$ cat config.mk
export PLATFORM = sky130hd
export DESIGN_NAME = branch_resolve_queue
export DESIGN_NICKNAME = d
export VERILOG_FILES = /design/src/rtl/brq_pkg.sv /design/src/rtl/sat_counter.sv /design/src/rtl/branch_resolve_queue.sv
export SDC_FILE = /design/constraint.sdc
export NUM_CORES = 1
export LEC_CHECK = 0
export BUFFER_PORTS_ARGS = -buffer_cell sky130_fd_sc_hd__buf_2
export CORE_UTILIZATION = 50
export CTS_CLUSTER_DIAMETER = 120
export DETAILED_ROUTE_END_ITERATION = 10
export HOLD_SLACK_MARGIN = 0.02
export PLACE_DENSITY = 0.67
export SYNTH_ARGS = -nofsm -noshare
export SYNTH_HDL_FRONTEND = slang
export SYNTH_SLANG_ARGS = --single-unit
$ cat constraint.sdc
create_clock -name clk_i -period 8.7 [get_ports clk_i]
set_clock_uncertainty 0.05 [all_clocks]
set_input_delay 1.305 -clock clk_i [delete_from_list [all_inputs] [get_ports clk_i]]
set_output_delay 1.305 -clock clk_i [all_outputs]
set_load 0.02 [all_outputs]
$ cat src/rtl/brq_pkg.sv
// Shared types and default sizing for the branch resolve queue.
package brq_pkg;

    localparam int BRQ_DEPTH = 8;
    localparam int BRQ_CNT_W = 32;

    typedef struct packed {
        logic [31:0] pc;
        logic        taken;
    } brq_entry_t;

endpackage

$ cat src/rtl/sat_counter.sv
// Up-counter that sticks at all-ones; clr has priority over inc.
module sat_counter #(
    parameter int W = 32
) (
    input  logic         clk_i,
    input  logic         clr_i,
    input  logic         inc_i,
    output logic [W-1:0] value_o
);

    logic [W-1:0] value_q;

    always_ff @(posedge clk_i) begin
        if (clr_i) begin
            value_q <= '0;
        end else if (inc_i && (value_q != '1)) begin
            value_q <= value_q + W'(1);
        end
    end

    assign value_o = value_q;

endmodule

$ cat src/rtl/branch_resolve_queue.sv
// In-order queue of in-flight branch predictions; emits predictor updates one
// cycle after each resolve and flushes wrong-path entries on a mispredict.
module branch_resolve_queue
    import brq_pkg::*;
#(
    parameter int DEPTH = BRQ_DEPTH,
    parameter int PTR_W = $clog2(DEPTH),
    parameter int CNT_W = BRQ_CNT_W
) (
    input  logic             clk_i,
    input  logic             rst_i,
    input  logic             pred_valid_i,
    output logic             pred_ready_o,
    input  logic [31:0]      pred_pc_i,
    input  logic             pred_taken_i,
    input  logic             res_valid_i,
    input  logic             res_taken_i,
    output logic             upd_valid_o,
    output logic [31:0]      upd_pc_o,
    output logic             upd_br_result_o,
    output logic             upd_correct_o,
    output logic             flush_o,
    output logic             underflow_o,
    output logic [PTR_W:0]   count_o,
    output logic [CNT_W-1:0] br_count_o,
    output logic [CNT_W-1:0] mispred_count_o
);

    localparam logic [PTR_W:0]   CNT_FULL = (PTR_W + 1)'(DEPTH);
    localparam logic [PTR_W:0]   CNT_ONE  = (PTR_W + 1)'(1);
    localparam logic [PTR_W-1:0] PTR_ONE  = PTR_W'(1);

    brq_entry_t       mem_q [DEPTH];
    logic [PTR_W-1:0] rd_q, rd_d, wr_q, wr_d;
    logic [PTR_W:0]   count_q, count_d;
    logic             upd_valid_q, upd_br_result_q, upd_correct_q, flush_q, underflow_q;
    logic [31:0]      upd_pc_q;

    brq_entry_t head;
    logic       full, empty, pop, mismatch, push;

    assign head     = mem_q[rd_q];
    assign full     = (count_q == CNT_FULL);
    assign empty    = (count_q == '0);
    assign pop      = res_valid_i && !empty;
    assign mismatch = pop && (head.taken != res_taken_i);
    // A push racing a mispredict is younger than the bad branch, so it is dropped.
    assign push     = pred_valid_i && !full && !mismatch;

    always_comb begin
        rd_d    = rd_q;
        wr_d    = wr_q;
        count_d = count_q;
        if (mismatch) begin
            rd_d    = wr_q;
            count_d = '0;
        end else begin
            if (push) wr_d = wr_q + PTR_ONE;
            if (pop)  rd_d = rd_q + PTR_ONE;
            case ({push, pop})
                2'b10:   count_d = count_q + CNT_ONE;
                2'b01:   count_d = count_q - CNT_ONE;
                default: count_d = count_q;
            endcase
        end
    end

    always_ff @(posedge clk_i) begin
        if (push && !rst_i) begin
            mem_q[wr_q] <= '{pc: pred_pc_i, taken: pred_taken_i};
        end
    end

    always_ff @(posedge clk_i) begin
        if (rst_i) begin
            rd_q            <= '0;
            wr_q            <= '0;
            count_q         <= '0;
            upd_valid_q     <= 1'b0;
            upd_pc_q        <= '0;
            upd_br_result_q <= 1'b0;
            upd_correct_q   <= 1'b0;
            flush_q         <= 1'b0;
            underflow_q     <= 1'b0;
        end else begin
            rd_q        <= rd_d;
            wr_q        <= wr_d;
            count_q     <= count_d;
            upd_valid_q <= pop;
            flush_q     <= mismatch;
            if (pop) begin
                upd_pc_q        <= head.pc;
                upd_br_result_q <= res_taken_i;
                upd_correct_q   <= !mismatch;
            end
            if (res_valid_i && empty) underflow_q <= 1'b1;
        end
    end

    sat_counter #(.W(CNT_W)) u_br_cnt (
        .clk_i   (clk_i),
        .clr_i   (rst_i),
        .inc_i   (pop),
        .value_o (br_count_o)
    );

    sat_counter #(.W(CNT_W)) u_mispred_cnt (
        .clk_i   (clk_i),
        .clr_i   (rst_i),
        .inc_i   (mismatch),
        .value_o (mispred_count_o)
    );

    assign pred_ready_o    = !full;
    assign upd_valid_o     = upd_valid_q;
    assign upd_pc_o        = upd_pc_q;
    assign upd_br_result_o = upd_br_result_q;
    assign upd_correct_o   = upd_correct_q;
    assign flush_o         = flush_q;
    assign underflow_o     = underflow_q;
    assign count_o         = count_q;

endmodule

Yosys cells after proc, flatten, opt, wreduce, memory -nomap -nowiden. Memory sizes are Yosys's and may differ from the RTL's. A register that Yosys moved wholly into a read port is not among the register bits. Cells that the tools add are included.

Output and inout bits: 106. Memory bits (writable): 264. Memories kept: 1. Word-level logic and storage cells: 49. Input bits: 38. Register bits: 111.

$add $sub $neg: 6. Bitwise logic cells: 1. Eq/ne operators: 6. Reduce and logical (&&, ||, !) cells: 17. Muxes and demuxes: 7.

Memory list: mem_q (depth 8, width 33, read ports 1, clocked after Yosys merged registers in 1, wr ports 1, RTL line branch_resolve_queue.sv:33) `brq_entry_t mem_q [DEPTH];`.

Operator list (count): 32-bit by 1-bit adder with 32-bit output, second input constant (2); 32-bit != test, second input constant (2); 3-bit 2-to-1 mux (4); 1-bit logical AND (8); 4-bit one-hot mux with 2 select lines (1); 3-bit by 1-bit adder with 3-bit output, second input constant (2); 4-bit by 1-bit adder with 4-bit output, second input constant (1); 4-bit equality test, second input constant (1); 1-bit logical NOT (4); 4-bit logical NOT (1); 2-bit nonzero test (2); 4-bit by 1-bit subtractor with 4-bit output, second input constant (1); 2-bit by 1-bit equality test with 1-bit output, second input constant (1); 2-bit equality test, second input constant (1); 1-bit 2-to-1 mux (2); 2-bit AND reduction (1); 2-bit OR reduction (1); 1-bit != test (1); 1-bit NOT (1).

Longest topological paths before layout.
Word-level depth: 9. Mapped depth: 15. Gate-level depth less buffers: 14.

Modules after synthesis. A second synthesis with hierarchy kept.

Cell total of the unflattened synthesis: 986. Area, all modules: 15114.5 sq um.

Modules (own cells, without submodules): branch_resolve_queue (cells an instance 588, times used 1, sequential area each 8928.6 sq um, area each 11766.3 sq um); sat_counter (cells an instance 199, times used 2, sequential area each 640.6 sq um, area each 1674.1 sq um).

Worst setup path after synthesis. Ideal clock, no wire load.

Path kind: input-to-reg. Start point: input res_valid_i. End point: memory mem_q[0][0] (netlist name) (enable). Slack: 2574 ps. Arrival time: 5559 ps. Setup time: 518 ps. Buffers on the path: 0. Data required time: 8132 ps. Stages: 5. Cells stage by stage: o41ai_2 > inv_1 > and4_1 > or3_1 > nor4b_1.

Longest elaborated chain between the ends: 7.

Ends and longest elaborated chain: start, declared (RTL line branch_resolve_queue.sv:16) `input logic res_valid_i,`; 1-bit logical AND (RTL line branch_resolve_queue.sv:45) `assign pop = res_valid_i && !empty;`; 1-bit logical AND (RTL line branch_resolve_queue.sv:46) `assign mismatch = pop && (head.taken != res_taken_i);`; 1-bit logical NOT (RTL line branch_resolve_queue.sv:48) `assign push = pred_valid_i && !full && !mismatch;`; 1-bit logical AND (RTL line branch_resolve_queue.sv:48); 1-bit logical AND (RTL line branch_resolve_queue.sv:69) `if (push && !rst_i) begin`; 1-bit 2-to-1 mux (RTL line branch_resolve_queue.sv:69); 1-bit 2-to-1 mux (not written as such) (RTL line branch_resolve_queue.sv:70) `mem_q[wr_q] <= '{pc: pred_pc_i, taken: pred_taken_i};`; end, declared (RTL line branch_resolve_queue.sv:33).

Every way passes these cells.

Final worst setup path.
Start point: input res_valid_i. End point: register count_q[2] (netlist: count_o[2]).

Longest elaborated chain between the ends: 6. Elaborated cells between the ends (all ways): 9. Classes of those cells: eq/ne: 2; mux: 1; reduce/logical: 6.

Ends and longest elaborated chain: 1-bit logical AND * (RTL line branch_resolve_queue.sv:45); 1-bit logical AND (RTL line branch_resolve_queue.sv:46); 1-bit logical NOT (RTL line branch_resolve_queue.sv:48); 1-bit logical AND (RTL line branch_resolve_queue.sv:48); 2-bit by 1-bit equality test with 1-bit output / 2-bit equality test (equally long branches) (RTL line branch_resolve_queue.sv:60) `case ({push, pop})`; 4-bit one-hot mux with 2 select lines / 2-bit nonzero test (equally long branches); end signal, assigned (RTL line branch_resolve_queue.sv:88) `count_q <= count_d;`; end, declared (RTL line branch_resolve_queue.sv:35) `logic [PTR_W:0] count_q, count_d;`.

Mark *: on every way between the ends. The rest lies on a longest branch, timed or not. A chain may end at the register's enable or synchronous reset.

==> metrics.md <==
| Metric | Value |
|---|---|
| Nets | 1,190 |
| WL/cell | 19.0 um |
| Worst-path fanout max | 34 |
| Mapped Area | 15,000 um^2 |
| Slew Viols, Final | 0 |
| Number of antenna violations at the first check in global routing | 2 |
| Worst slew pin tran | 1.05 ns |
| Worst-Skew Late Latency | 0.52 ns |
| CP startpoint kind | input pin |
| Largest net degree at the start of global routing | 90 |
| Port buffer count | 143 |
| Routed vias/inst | 5.69 |
| Ys Warns | 0 |
| Post-synth EDFFs | 264 |
| Die width | 175 um |
| Power Density | 291 nW/um^2 |
| Max-cap viol count | 0 |
| Layout cells sized above 1 | 0.266 |
| Setup TNS | 0 ns |
| Sink Count | 378 |
| Yosys top cell area share | 0.528 |
| Critical Path RT | 9.03 ns |
| Die area | 30,800 um^2 |
| Final setup viols | 0 |
| Hold Path Class | reg2reg |
| GPL Wtd Cong | 0.823 |
| Critical Path Sink Type | flip-flop |
| Leakage | 5.87 nW |
| Syn_nets | 1,041 |
| # diodes | 0 |
| Hold Vio Cnt, Final | 0 |
| Critical path class | in2reg |
| Drt pass-1 iters | 4 |
| Routed Antenna Nets | 0 |
| Synth async-reset ratio | 0 |
| Final period util | 0.413 |
| Total track usage | 0.196 |
| CTS tree | built |
| I/O pin count | 144 |
| RSZ-0062 raised after global routing | no |
| Minimum clock period | 3.60 ns |
| Drt total wl | 29.8 mm |
| Post-synthesis register bit count | 378 |
| Vias in the first global route | 8,581 |
| Commonest non-fill, non-tap cell in the layout | edfxtp_1 |
| GRT Residual Overflow | 0 |
| Placed cell area | 16,200 um^2 |
| Global-route wire length before repair | 46.7 mm |
| Synth top area cells | edfxtp_1 53%, dfxtp_1 15%, mux4_2 9.6%, mux2i_1 2.5%, nor2_1 2.4% |
| Post-Syn Area per Cell | 15.1 um^2 |
| DR iter-0 viols | 594 |
| # H-tree levels | 2 |
| Post-synth top area cell | edfxtp_1 |
| Die height | 175 um |
| Arrival @ worst endpoint | 3.93 ns |
| Post-CTS setup buffer count | 0 |
| Outcome | finished clean |
| Inserted Clock Buffers | 39 |
| Gate Count Post-Synth | 996 |
| Placed wire-length estimate | 17.4 mm |
| Residual DRC | 0 |
| Most frequent cells in the layout | 264 x edfxtp_1, 142 x buf_2, 111 x dfxtp_1, 98 x nor2_1, 64 x mux4_2 |
| Initial Util | 0.507 |
| Final instance area | 17,400 um^2 |
| Clock Path Buffers | 3 |
| Total vias in the final route | 8,907 |
| Most common flop cell mapped by yosys | edfxtp_1 |
| Core area | 29,600 um^2 |
| Post-CTS Hold Buffers | 0 |
| Clock slew at reported path FFs | 0.06 ns |
| Root Buffer | clkbuf_16 |
| Maximum vdd drop | 203 uV |
| FMAX | 0.278 GHz |
| Sequential-to-total area share from yosys stat | 0.679 |
| Layout area overhead | 16.0% |
| Final Util | 0.588 |
| Post-CTS Resized | 0 |
| Yosys cell types | 53 |
| Relative slew slack | 0.299 |
| # rows | 63 |
## worst max-delay path: stages
cell,delay (ns)
buf_2,0.11
o41ai_2,0.04
buf_4,0.23
inv_2,0.25
and4_1,0.33
nor3_1,0.36
inv_1,0.13
ha_1,0.27
xor2_1,0.16
ha_1,0.19
a21oi_1,0.15
xor2_1,0.15
nor2_1,0.06
xnor2_1,0.13
nor2_1,0.05
## worst paths after layout
check        slack (ns)            start  cells past startpoint               to
max                5.10      res_valid_i                     15       count_o[2]
min                0.41  upd_br_result_o                      2  upd_br_result_o
max reg2reg        5.17        flip-flop                     14       count_o[2]
min reg2reg        0.41  upd_br_result_o                      2  upd_br_result_o
## routing by layer
| metal | routed length, um | up-vias | GRT usage |
|---|---|---|---|
| met1 | 13000 | 4426 | 0.269 |
| met5 | 30 | - | 0 |
| met4 | 561 | 4 | 0.0576 |
| li1 | - | 4206 | - |
| met3 | 1650 | 45 | 0.0353 |
| met2 | 14500 | 226 | 0.321 |
## sequential cells by signal, indices dropped and copies added (netlist names), named ones only
signal,count
mem_q,264
u_br_cnt.value_o,32
u_mispred_cnt.value_o,32
upd_pc_o,32
count_o,4
rd_q,3
wr_q,3
flush_o,1
underflow_o,1
upd_br_result_o,1
upd_correct_o,1
upd_valid_o,1
## cells by family (layout without fill, tap and decap cells)
kind of cell             Yosys count  in the layout  synth area share
multiplexers                     115            115             0.131
adder cells (fa/ha/maj)            7              7           0.00583
buffers and inverters             63            243            0.0179
AND/OR/NAND/NOR                  287            287            0.0992
flip-flops                       378            378             0.679
XOR/XNOR                          28             28            0.0163
AO/OA/AOI/OAI                    118            118            0.0500
## synth_stat cells (all sizes together), types with 16 or more instances
master,instances
nand2,30
nand3,21
or3,28
mux2i,39
nand4,30
edfxtp,264
a211oi,35
clkbuf,28
o21ai,29
xor2,16
mux4,64
a21oi,36
buf,24
nor2,99
dfxtp,114
## area by class of cell
type | instances | area, um^2
clock buffer | 46 | 1000
inverter | 11 | 41.3
fill | 2338 | 12200
timing repair buffer | 160 | 846
tap | 390 | 488
sequential | 378 | 10200
clock inverter | 26 | 243
multi-input combinational | 555 | 4600
## where the power goes
| group | internal, mW | leakage (nW) | switching, mW |
|---|---|---|---|
| combinational | 0.528 | 1.95 | 0.691 |
| clock | 0.949 | 0.612 | 0.670 |
| sequential | 2.10 | 3.31 | 0.130 |
## stage by stage
step	power (mW)	worst slack [ns]	hold slack, ns	std cells
after floorplan	3.17	2.57	0.414	996
after global placement	3.48	4.61	0.402	1494
after detailed placement	3.51	4.54	0.413	1494
after CTS	5.13	5.09	0.421	1566
after global routing	5.31	4.86	0.438	1566
final	5.07	5.10	0.413	1566
No activity file was read; power rests on OpenSTA's default activity.
